[config.mk]
export PLATFORM = sky130hd
export DESIGN_NAME = anillo_secuenciador
export DESIGN_NICKNAME = d
export VERILOG_FILES = /design/src/rtl/anillo_pkg.sv /design/src/rtl/anillo_res_buf.sv /design/src/rtl/anillo_secuenciador.sv
export SDC_FILE = /design/constraint.sdc
export NUM_CORES = 1
export LEC_CHECK = 0
export CAP_MARGIN = 0
export CELL_PAD_IN_SITES_DETAIL_PLACEMENT = 1
export CELL_PAD_IN_SITES_GLOBAL_PLACEMENT = 1
export CORE_MARGIN = 4
export CORE_UTILIZATION = 40
export CTS_CLUSTER_DIAMETER = 40
export DETAILED_ROUTE_END_ITERATION = 16
export HOLD_SLACK_MARGIN = 0.02
export PLACE_DENSITY = 0.81
export SLEW_MARGIN = 30
export SYNTH_ARGS = -nofsm -noshare
export SYNTH_HDL_FRONTEND = slang
export SYNTH_SLANG_ARGS = --single-unit
[constraint.sdc]
create_clock -name clk -period 3.2 [get_ports clk]
set_clock_uncertainty 0.05 [all_clocks]
set_input_delay 0.32 -clock clk [delete_from_list [all_inputs] [get_ports clk]]
set_output_delay 0.32 -clock clk [all_outputs]
set_load 0.1 [all_outputs]
[src/rtl/anillo_pkg.sv]
// anillo_pkg: shared definitions for the systolic-ring sequencer.
//   W_DEF / N_DEF : default data width and ring length
//   state_t       : sequencer FSM states
//   coef_col      : column of A fed to PE i at RUN step k, i.e. (i-k) mod n
package anillo_pkg;

   localparam int W_DEF = 16;
   localparam int N_DEF = 4;

   typedef enum logic [2:0] {
      S_IDLE,
      S_LOAD,
      S_RUN,
      S_WAIT,
      S_CAPT,
      S_OUT
   } state_t;

   // SV '%' keeps the sign of the dividend, so fold negatives back into 0..n-1.
   function automatic int coef_col(input int i, input int k, input int n = N_DEF);
      int r;
      r = (i - k) % n;
      if (r < 0) r = r + n;
      return r;
   endfunction

endpackage

[src/rtl/anillo_res_buf.sv]
// anillo_res_buf: DEPTH x W capture buffer between the ring output and the
// host result stream.
//   clk, reset        : clock, synchronous active-high reset (clears pointers)
//   wr_en, wr_data    : capture port, one entry per asserted cycle
//   rd_en             : read side enabled (sequencer is presenting results)
//   rd_ready          : consumer accepts current word
//   rd_valid, rd_data : current word (rd_data is 0 whenever rd_valid is low)
//   rd_last           : current word is entry DEPTH-1
//   rd_done           : final word handshaken this cycle
module anillo_res_buf #(
   parameter int W     = 16,
   parameter int DEPTH = 4
) (
   input  logic         clk,
   input  logic         reset,
   input  logic         wr_en,
   input  logic [W-1:0] wr_data,
   input  logic         rd_en,
   input  logic         rd_ready,
   output logic         rd_valid,
   output logic [W-1:0] rd_data,
   output logic         rd_last,
   output logic         rd_done
);

   localparam int PW = (DEPTH > 1) ? $clog2(DEPTH) : 1;

   logic [DEPTH-1:0][W-1:0] mem;
   logic [PW-1:0]           wr_ptr;
   logic [PW-1:0]           rd_ptr;
   logic                    fire;

   assign rd_valid = rd_en;
   assign fire     = rd_en & rd_ready;
   assign rd_last  = rd_en && (int'(rd_ptr) == DEPTH - 1);
   assign rd_done  = fire & rd_last;
   // Gated so the stream reads as zero outside a result burst.
   assign rd_data  = rd_en ? mem[rd_ptr] : '0;

   // Storage is not reset; only the pointers define what is meaningful.
   always_ff @(posedge clk) begin
      if (wr_en) mem[wr_ptr] <= wr_data;
   end

   always_ff @(posedge clk) begin
      if (reset) begin
         wr_ptr <= '0;
         rd_ptr <= '0;
      end else begin
         if (wr_en)
            wr_ptr <= (int'(wr_ptr) == DEPTH - 1) ? '0 : wr_ptr + PW'(1);
         if (fire)
            rd_ptr <= rd_last ? '0 : rd_ptr + PW'(1);
      end
   end

endmodule

[src/rtl/anillo_secuenciador.sv]
// anillo_secuenciador: host-side driver/collector for an N-PE systolic ring
// computing y = A*x.
//   clk, reset             : clock, synchronous active-high reset
//   mat_we/addr/wdata      : host write of A[row][col] at row*N+col (IDLE only)
//   vec_we/addr/wdata      : host write of x[i] (IDLE only)
//   start                  : run request, honoured in IDLE only
//   busy                   : high in every state except IDLE
//   ring_reset             : one-cycle load pulse to the PEs
//   ring_x                 : x vector, PE i at [i*W +: W]
//   ring_a                 : coefficient per PE during RUN, else 0
//   ring_y                 : ring output sample (last PE)
//   res_valid/ready/data/last : result stream, CAP_COUNT words per run
//   perf_runs              : completed-run counter
// Build option: define ANILLO_SECUENCIADOR_PERF_EN to enable perf_runs;
// otherwise it is tied to zero.
module anillo_secuenciador
   import anillo_pkg::*;
#(
   parameter int W         = W_DEF,
   parameter int N         = N_DEF,
   parameter int CAP_DELAY = 1,
   parameter int CAP_COUNT = 4
) (
   input  logic                   clk,
   input  logic                   reset,
   input  logic                   mat_we,
   input  logic [$clog2(N*N)-1:0] mat_addr,
   input  logic [W-1:0]           mat_wdata,
   input  logic                   vec_we,
   input  logic [$clog2(N)-1:0]   vec_addr,
   input  logic [W-1:0]           vec_wdata,
   input  logic                   start,
   output logic                   busy,
   output logic                   ring_reset,
   output logic [N*W-1:0]         ring_x,
   output logic [N*W-1:0]         ring_a,
   input  logic [W-1:0]           ring_y,
   output logic                   res_valid,
   input  logic                   res_ready,
   output logic [W-1:0]           res_data,
   output logic                   res_last,
   output logic [15:0]            perf_runs
);

   localparam int MA   = $clog2(N*N);
   localparam int MAXC = (N > CAP_DELAY) ? ((N > CAP_COUNT) ? N : CAP_COUNT)
                                         : ((CAP_DELAY > CAP_COUNT) ? CAP_DELAY : CAP_COUNT);
   localparam int CW   = $clog2(MAXC + 1);

   state_t                  state, state_n;
   logic [CW-1:0]           cnt, cnt_n;
   logic [N*N-1:0][W-1:0]   mat_q;
   logic [N-1:0][W-1:0]     vec_q;
   logic [N-1:0][W-1:0]     a_lane;
   logic                    cap_we;
   logic                    out_en;
   logic                    out_done;

   // Host storage: writes land only while idle, so a run always sees a
   // frozen A and x. A write coinciding with start is still idle and counts.
   always_ff @(posedge clk) begin
      if (state == S_IDLE) begin
         if (mat_we) mat_q[mat_addr] <= mat_wdata;
         if (vec_we) vec_q[vec_addr] <= vec_wdata;
      end
   end

   always_ff @(posedge clk) begin
      if (reset) begin
         state <= S_IDLE;
         cnt   <= '0;
      end else begin
         state <= state_n;
         cnt   <= cnt_n;
      end
   end

   // cnt is the step index inside RUN, WAIT and CAPT; it restarts at each entry.
   always_comb begin
      state_n    = state;
      cnt_n      = cnt;
      ring_reset = 1'b0;
      cap_we     = 1'b0;
      out_en     = 1'b0;
      case (state)
         S_IDLE: begin
            cnt_n = '0;
            if (start) state_n = S_LOAD;
         end
         S_LOAD: begin
            ring_reset = 1'b1;
            cnt_n      = '0;
            state_n    = S_RUN;
         end
         S_RUN: begin
            if (int'(cnt) == N - 1) begin
               cnt_n   = '0;
               state_n = (CAP_DELAY == 0) ? S_CAPT : S_WAIT;
            end else begin
               cnt_n = cnt + CW'(1);
            end
         end
         S_WAIT: begin
            if (int'(cnt) == CAP_DELAY - 1) begin
               cnt_n   = '0;
               state_n = S_CAPT;
            end else begin
               cnt_n = cnt + CW'(1);
            end
         end
         S_CAPT: begin
            cap_we = 1'b1;
            if (int'(cnt) == CAP_COUNT - 1) begin
               cnt_n   = '0;
               state_n = S_OUT;
            end else begin
               cnt_n = cnt + CW'(1);
            end
         end
         S_OUT: begin
            out_en = 1'b1;
            if (out_done) state_n = S_IDLE;
         end
         default: state_n = S_IDLE;
      endcase
   end

   assign busy = (state != S_IDLE);

   // Rotated coefficient feed: at step k PE i takes A[i][(i-k) mod N], so each
   // x element meets its matching coefficient as it travels round the ring.
   for (genvar gi = 0; gi < N; gi++) begin : g_lane
      assign a_lane[gi] = (state == S_RUN)
                        ? mat_q[MA'(gi * N + coef_col(gi, int'(cnt), N))]
                        : '0;
   end

   assign ring_a = a_lane;
   assign ring_x = vec_q;

   anillo_res_buf #(
      .W     (W),
      .DEPTH (CAP_COUNT)
   ) u_res_buf (
      .clk      (clk),
      .reset    (reset),
      .wr_en    (cap_we),
      .wr_data  (ring_y),
      .rd_en    (out_en),
      .rd_ready (res_ready),
      .rd_valid (res_valid),
      .rd_data  (res_data),
      .rd_last  (res_last),
      .rd_done  (out_done)
   );

`ifdef ANILLO_SECUENCIADOR_PERF_EN
   logic [15:0] perf_q;

   always_ff @(posedge clk) begin
      if (reset)         perf_q <= '0;
      else if (out_done) perf_q <= perf_q + 16'd1;
   end

   assign perf_runs = perf_q;
`else
   assign perf_runs = '0;
`endif

endmodule

======== Yosys cells after proc, flatten, opt, wreduce, memory -nomap -nowiden ========
Cells that the tools add are included.
cells by class
  $lt $le $gt $ge ......................... 15
  reduce and logical (&&, ||, !) cells .... 17
  muxes and demuxes ....................... 46
  bitwise operators ....................... 6
  add/sub/neg operators ................... 14
  eq/ne operators ......................... 13
operator list
  cell                   number
  $mux W16               17
  $bmux W16 S4           4
  $bwmux W256            1
  $bwmux W64             2
  $demux W16 S2          2
  $demux W16 S4          1
  $bmux W16 S2           1
  $lt A4 B6 Y1 const B   4
  $mux W3                7
  $pmux W3 S6            1
  $add A3 B4 Y4 const B  4
  $mux W4                4
  $lt A3 B1 Y1 const B   4
  $reduce_or A2 Y1       6
  $ne A2 B2 Y1 const B   5
  $eq A3 B3 Y1 const B   3
  $lt A2 B3 Y1 const B   3
  $pmux W3 S3            1
  $add A4 B4 Y4 const A  2
  $sub A1 B3 Y4 const A  2
  $sub A2 B3 Y4 const A  2
  $and A1 B1 Y1          6
  $eq A3 B2 Y1 const B   2
  $logic_not A3 Y1       2
  14 further kinds       25
word-level totals
  logic and storage cells ................. 139
  register bits after elaboration ......... 394
  output and inout port bits .............. 164
  input bits .............................. 60

======== Logic depth before layout (Yosys ltp) ========
  depth in word-level cells ............... 10
  depth in mapped cells ................... 9
  gate-level depth less buffers ........... 6

======== By module ========
A second synthesis with hierarchy kept.
unflattened totals
  cell total of the unflattened synthesis .. 730
  area, all modules ....................... 15061.9 um^2
modules (own cells, without submodules)
  module               times used  seq. area each (um^2)  cells each  area each (um^2)
  anillo_secuenciador  1           9729.3                 580         12350.6
  anillo_res_buf       1           2001.9                 150         2711.4

======== Worst setup path before layout ========
OpenSTA, ideal clock, no wires.
  path kind ............................... register to output
  start ................................... register state[1]
  end ..................................... output ring_reset
  arrival time ............................ 2905 ps
  data required time ...................... 2830 ps
  stages on the path, launching flop included .. 4
  path buffers ............................ 2
  slack ................................... -75 ps
  cells stage by stage .................... dfxtp_1 buf_2 clkbuf_1 nor3b_1
on the way
  word-level cells in the longest chain between the ends .. 2
RTL lines
  what                    RTL line                   RTL
  from (decl)             anillo_secuenciador.sv:50  state_t state, state_n;
  from (signal assigned)  anillo_secuenciador.sv:73  state <= state_n;
  $eq A3 B1 Y1            anillo_secuenciador.sv:85  case (state)
  $mux W1                 anillo_secuenciador.sv:85
  to (decl)               anillo_secuenciador.sv:34  output logic ring_reset,
Every way passes these cells.

======== Worst setup path in the final report ========
  start ................................... register cnt[0]
  end ..................................... output ring_a[0]
on the way
  word-level cells in the longest chain between the ends .. 9
RTL lines
  what                                                  RTL line                    RTL
  from (decl)                                           anillo_secuenciador.sv:51   logic [CW-1:0] cnt, cnt_n;
  from (signal assigned)                                anillo_secuenciador.sv:74   cnt <= cnt_n;
  $sub A1 B3 Y4 (*)                                     anillo_pkg.sv:22            r = (i - k) % n;
  $reduce_or A2 Y1 (no source line)                     --
  $and A1 B1 Y1 (no source line)                        --
  $add A3 B4 Y4 / $lt A3 B1 Y1 (equally long branches)  anillo_pkg.sv:23            if (r < 0) r = r + n;
  $mux W4 (*)                                           anillo_pkg.sv:23
  $bmux W16 S4 (*)                                      anillo_secuenciador.sv:134  ? mat_q[MA'(gi * N + coef_col(gi, int'(cnt), N))]
  $mux W16 (implied by the code) (*) (2 in series)      anillo_secuenciador.sv:134
  $mux W16 (*)                                          anillo_secuenciador.sv:134
  to (decl)                                             anillo_secuenciador.sv:36   output logic [N*W-1:0] ring_a,
Every way passes the cells marked *; elsewhere a longest branch is shown, timed or not. The select of a mux whose other input is x is not followed.

==> flow_summary.json <==
{
  "status": "complete, no violations",
  "cp.required_ns": 2.83,
  "slew_viol_final": 0,
  "path_class": "reg2out",
  "synth_area_leader_cell": "edfxtp_1",
  "numPortBuffers": 207,
  "path_max_fanout": 31,
  "r2r_end": "mat_q[8]",
  "final_cell_mix": "edfxtp_1, clkdlybuf4s50_1, mux4_2, buf_12, and3_1",
  "setup-tns-final_ns": 0,
  "synth_top_area_share_pct": 76.7,
  "num_rows": 70,
  "core_area_um2": 36900,
  "period_needed_ns": 3.02,
  "placed_cells_incl_taps": 1411,
  "power_density_nw_per_um2": 845,
  "arrival_ns": 2.65,
  "clockRootBuffer": "clkbuf_16",
  "synthTopCellsByArea": "edfxtp_1, mux4_2, and3_1, dfxtp_1, buf_4",
  "clockBufferDepth": 3,
  "clk_latency_ns": 0.59,
  "layout_commonest_cell": "edfxtp_1",
  "die_h_um": 202,
  "synth_cell_types": 38,
  "tightestPinTransition_ns": 1.02,
  "final_nets": 1030,
  "fin_crit_sh_pct": 94.5,
  "via_per_inst": 5.20,
  "dieArea_um2": 40800,
  "avgSynthCellArea_um2": 21.2,
  "drt_iter0_markers": 575,
  "r2r-start": "state[0]",
  "min_from": "ring_y[1]",
  "crit_path_end_kind": "output pin",
  "syn_to_final_growth_pct": 33.8,
  "grt_setup_unrepaired": "no",
  "hpwl_um": 23100,
  "max_freq_mhz": 331,
  "routed_wl_um": 37600,
  "grt_pass1_wl_um": 56900,
  "antenna_found_initial": 2,
  "grtUsageTotal_pct": 18.6,
  "cts-buffers-inserted": 52,
  "drcViolationCount": 0,
  "die_x_um": 202,
  "drive_gt1_share_pct": 28.7,
  "start_kind": "register",
  "ys_seq_area_share_pct": 78.0,
  "post-cts-setup-buffer-count": 0,
  "grt_max_degree": 70,
  "dr.pass1.iters": 5,
  "path_clk_slew_ns": 0.05,
  "vias": 7852,
  "syn_inst": 709,
  "slew_headroom_pct": 31.6,
  "rrSetupSlack_ns": 0.73,
  "holdPathEnd": "u_res_buf.mem[17]",
  "grt-ovfl-total": 0,
  "multiInputGateArea_um2": 3010,
  "async_reset_ff_share_pct": 0,
  "gp_congestion": 0.753,
  "cts_tree": "built",
  "yosysWarnings": 0,
  "hold_viol_final": 0,
  "r2r_cells": 4,
  "setup_viol": 0,
  "regArea_um2": 11700,
  "holdCritPathClass": "in2reg",
  "holdPathStages": 1,
  "ios": 224,
  "clock-sinks": 394,
  "fin_cells": 1509,
  "cap_violations": 0,
  "netlist_area_um2": 15000,
  "wl_per_cell_um": 24.9,
  "synth_ff_type": "edfxtp_1",
  "htree_levels": 2,
  "ys_ff_latch": 394,
  "synth_edf_count": 384,
  "p_leak_nw": 6.80,
  "holdBufCountCts": 0,
  "vdd_drop_max_v": 0.000734,
  "fillers": 3233,
  "postRouteAntennaNets": 0,
  "grt_pass1_vias": 8684,
  "start_util_pct": 40.8,
  "cts.repair.resized": 0
}
per-layer routing:
metal	share of wire, %	GRT usage, %	vias up
met5	0.072	0	-
met4	2.4	5.03	4
met3	9.4	6.40	60
met2	50	31.2	357
met1	38	23.1	4051
li1	-	-	3380
where the power goes:
group,leakage (nW),internal [mW],switching (mW)
Sequential,3.55,5.92,0.133
Combinational,2.43,1.67,3.53
Clock,0.829,3.45,2.30
registers in the layout, summed over array words and instances, names as in the netlist:
signal	cells
state	3
ring_x	64
cnt	3
u_res_buf.wr_ptr	2
u_res_buf.mem	64
u_res_buf.rd_ptr	2
mat_q	256
worst max-delay path by stage:
stage / cells after the start / slack [ns] / to / start
finish: 6 / 0.18 / ring_a[0] / cnt[0]
CTS: 6 / 0.15 / ring_a[15] / cnt[0]
global route: 6 / 0.08 / ring_a[44] / cnt[0]
global placement: 5 / 0.68 / mat_q[9] / mat_we
detailed placement: 5 / 0.65 / mat_q[9] / mat_we
floorplan: 8 / 0.20 / ring_a[0] / cnt[1]
cell usage after synthesis (4+ instances only):
| master | instances |
|---|---|
| and2_1 | 5 |
| and3_1 | 65 |
| buf_2 | 9 |
| buf_4 | 18 |
| clkbuf_1 | 20 |
| dfxtp_1 | 10 |
| edfxtp_1 | 384 |
| ha_1 | 9 |
| inv_1 | 9 |
| mux2i_1 | 4 |
| mux4_2 | 80 |
| nand2_1 | 7 |
| nand3b_1 | 4 |
| nor2_1 | 22 |
| nor2b_1 | 19 |
| nor3_1 | 5 |
kinds of logic after synthesis:
logic type | count (synthesis) | synth area share, %
DFF | 394 | 78.0
and+or+nand+nor | 144 | 5.74
muxes | 84 | 12.2
buffers and inverters | 64 | 2.60
AOI/OAI and AO/OA | 13 | 0.616
adders and majority gates | 9 | 0.749
other | 1 | 0.0249
per-stage QoR:
stage	cell area [um2]	setup WS, ns	util (%)	hold WS, ns	power (mW)
after floorplan	15100	0.196	-	0.369	9.72
after global placement	18400	0.679	49.8	0.491	11.3
after detailed placement	18400	0.653	49.8	0.496	11.4
after CTS	20100	0.146	54.5	0.285	17.2
after global routing	20100	0.0803	54.5	0.307	17.6
final	20100	0.176	54.6	0.324	17.0
final cells by class:
class | instances | share of cell area, %
Sequential cell | 394 | 58.3
Multi-Input combinational cell | 266 | 15.0
Timing Repair Buffer | 238 | 14.7
Clock buffer | 60 | 6.62
Tap cell | 504 | 3.14
Clock inverter | 37 | 2.06
Inverter | 9 | 0.168
Antenna cell | 1 | 0.0124
worst max-delay path: stages, from the launching register on:
cell and delay, ns:
dfxtp_4 0.36, inv_1 0.05, ha_1 0.33, buf_4 0.45
mux4_2 0.38, and3_1 0.28, buf_12 0.20
(Power assumes the default switching activity.)
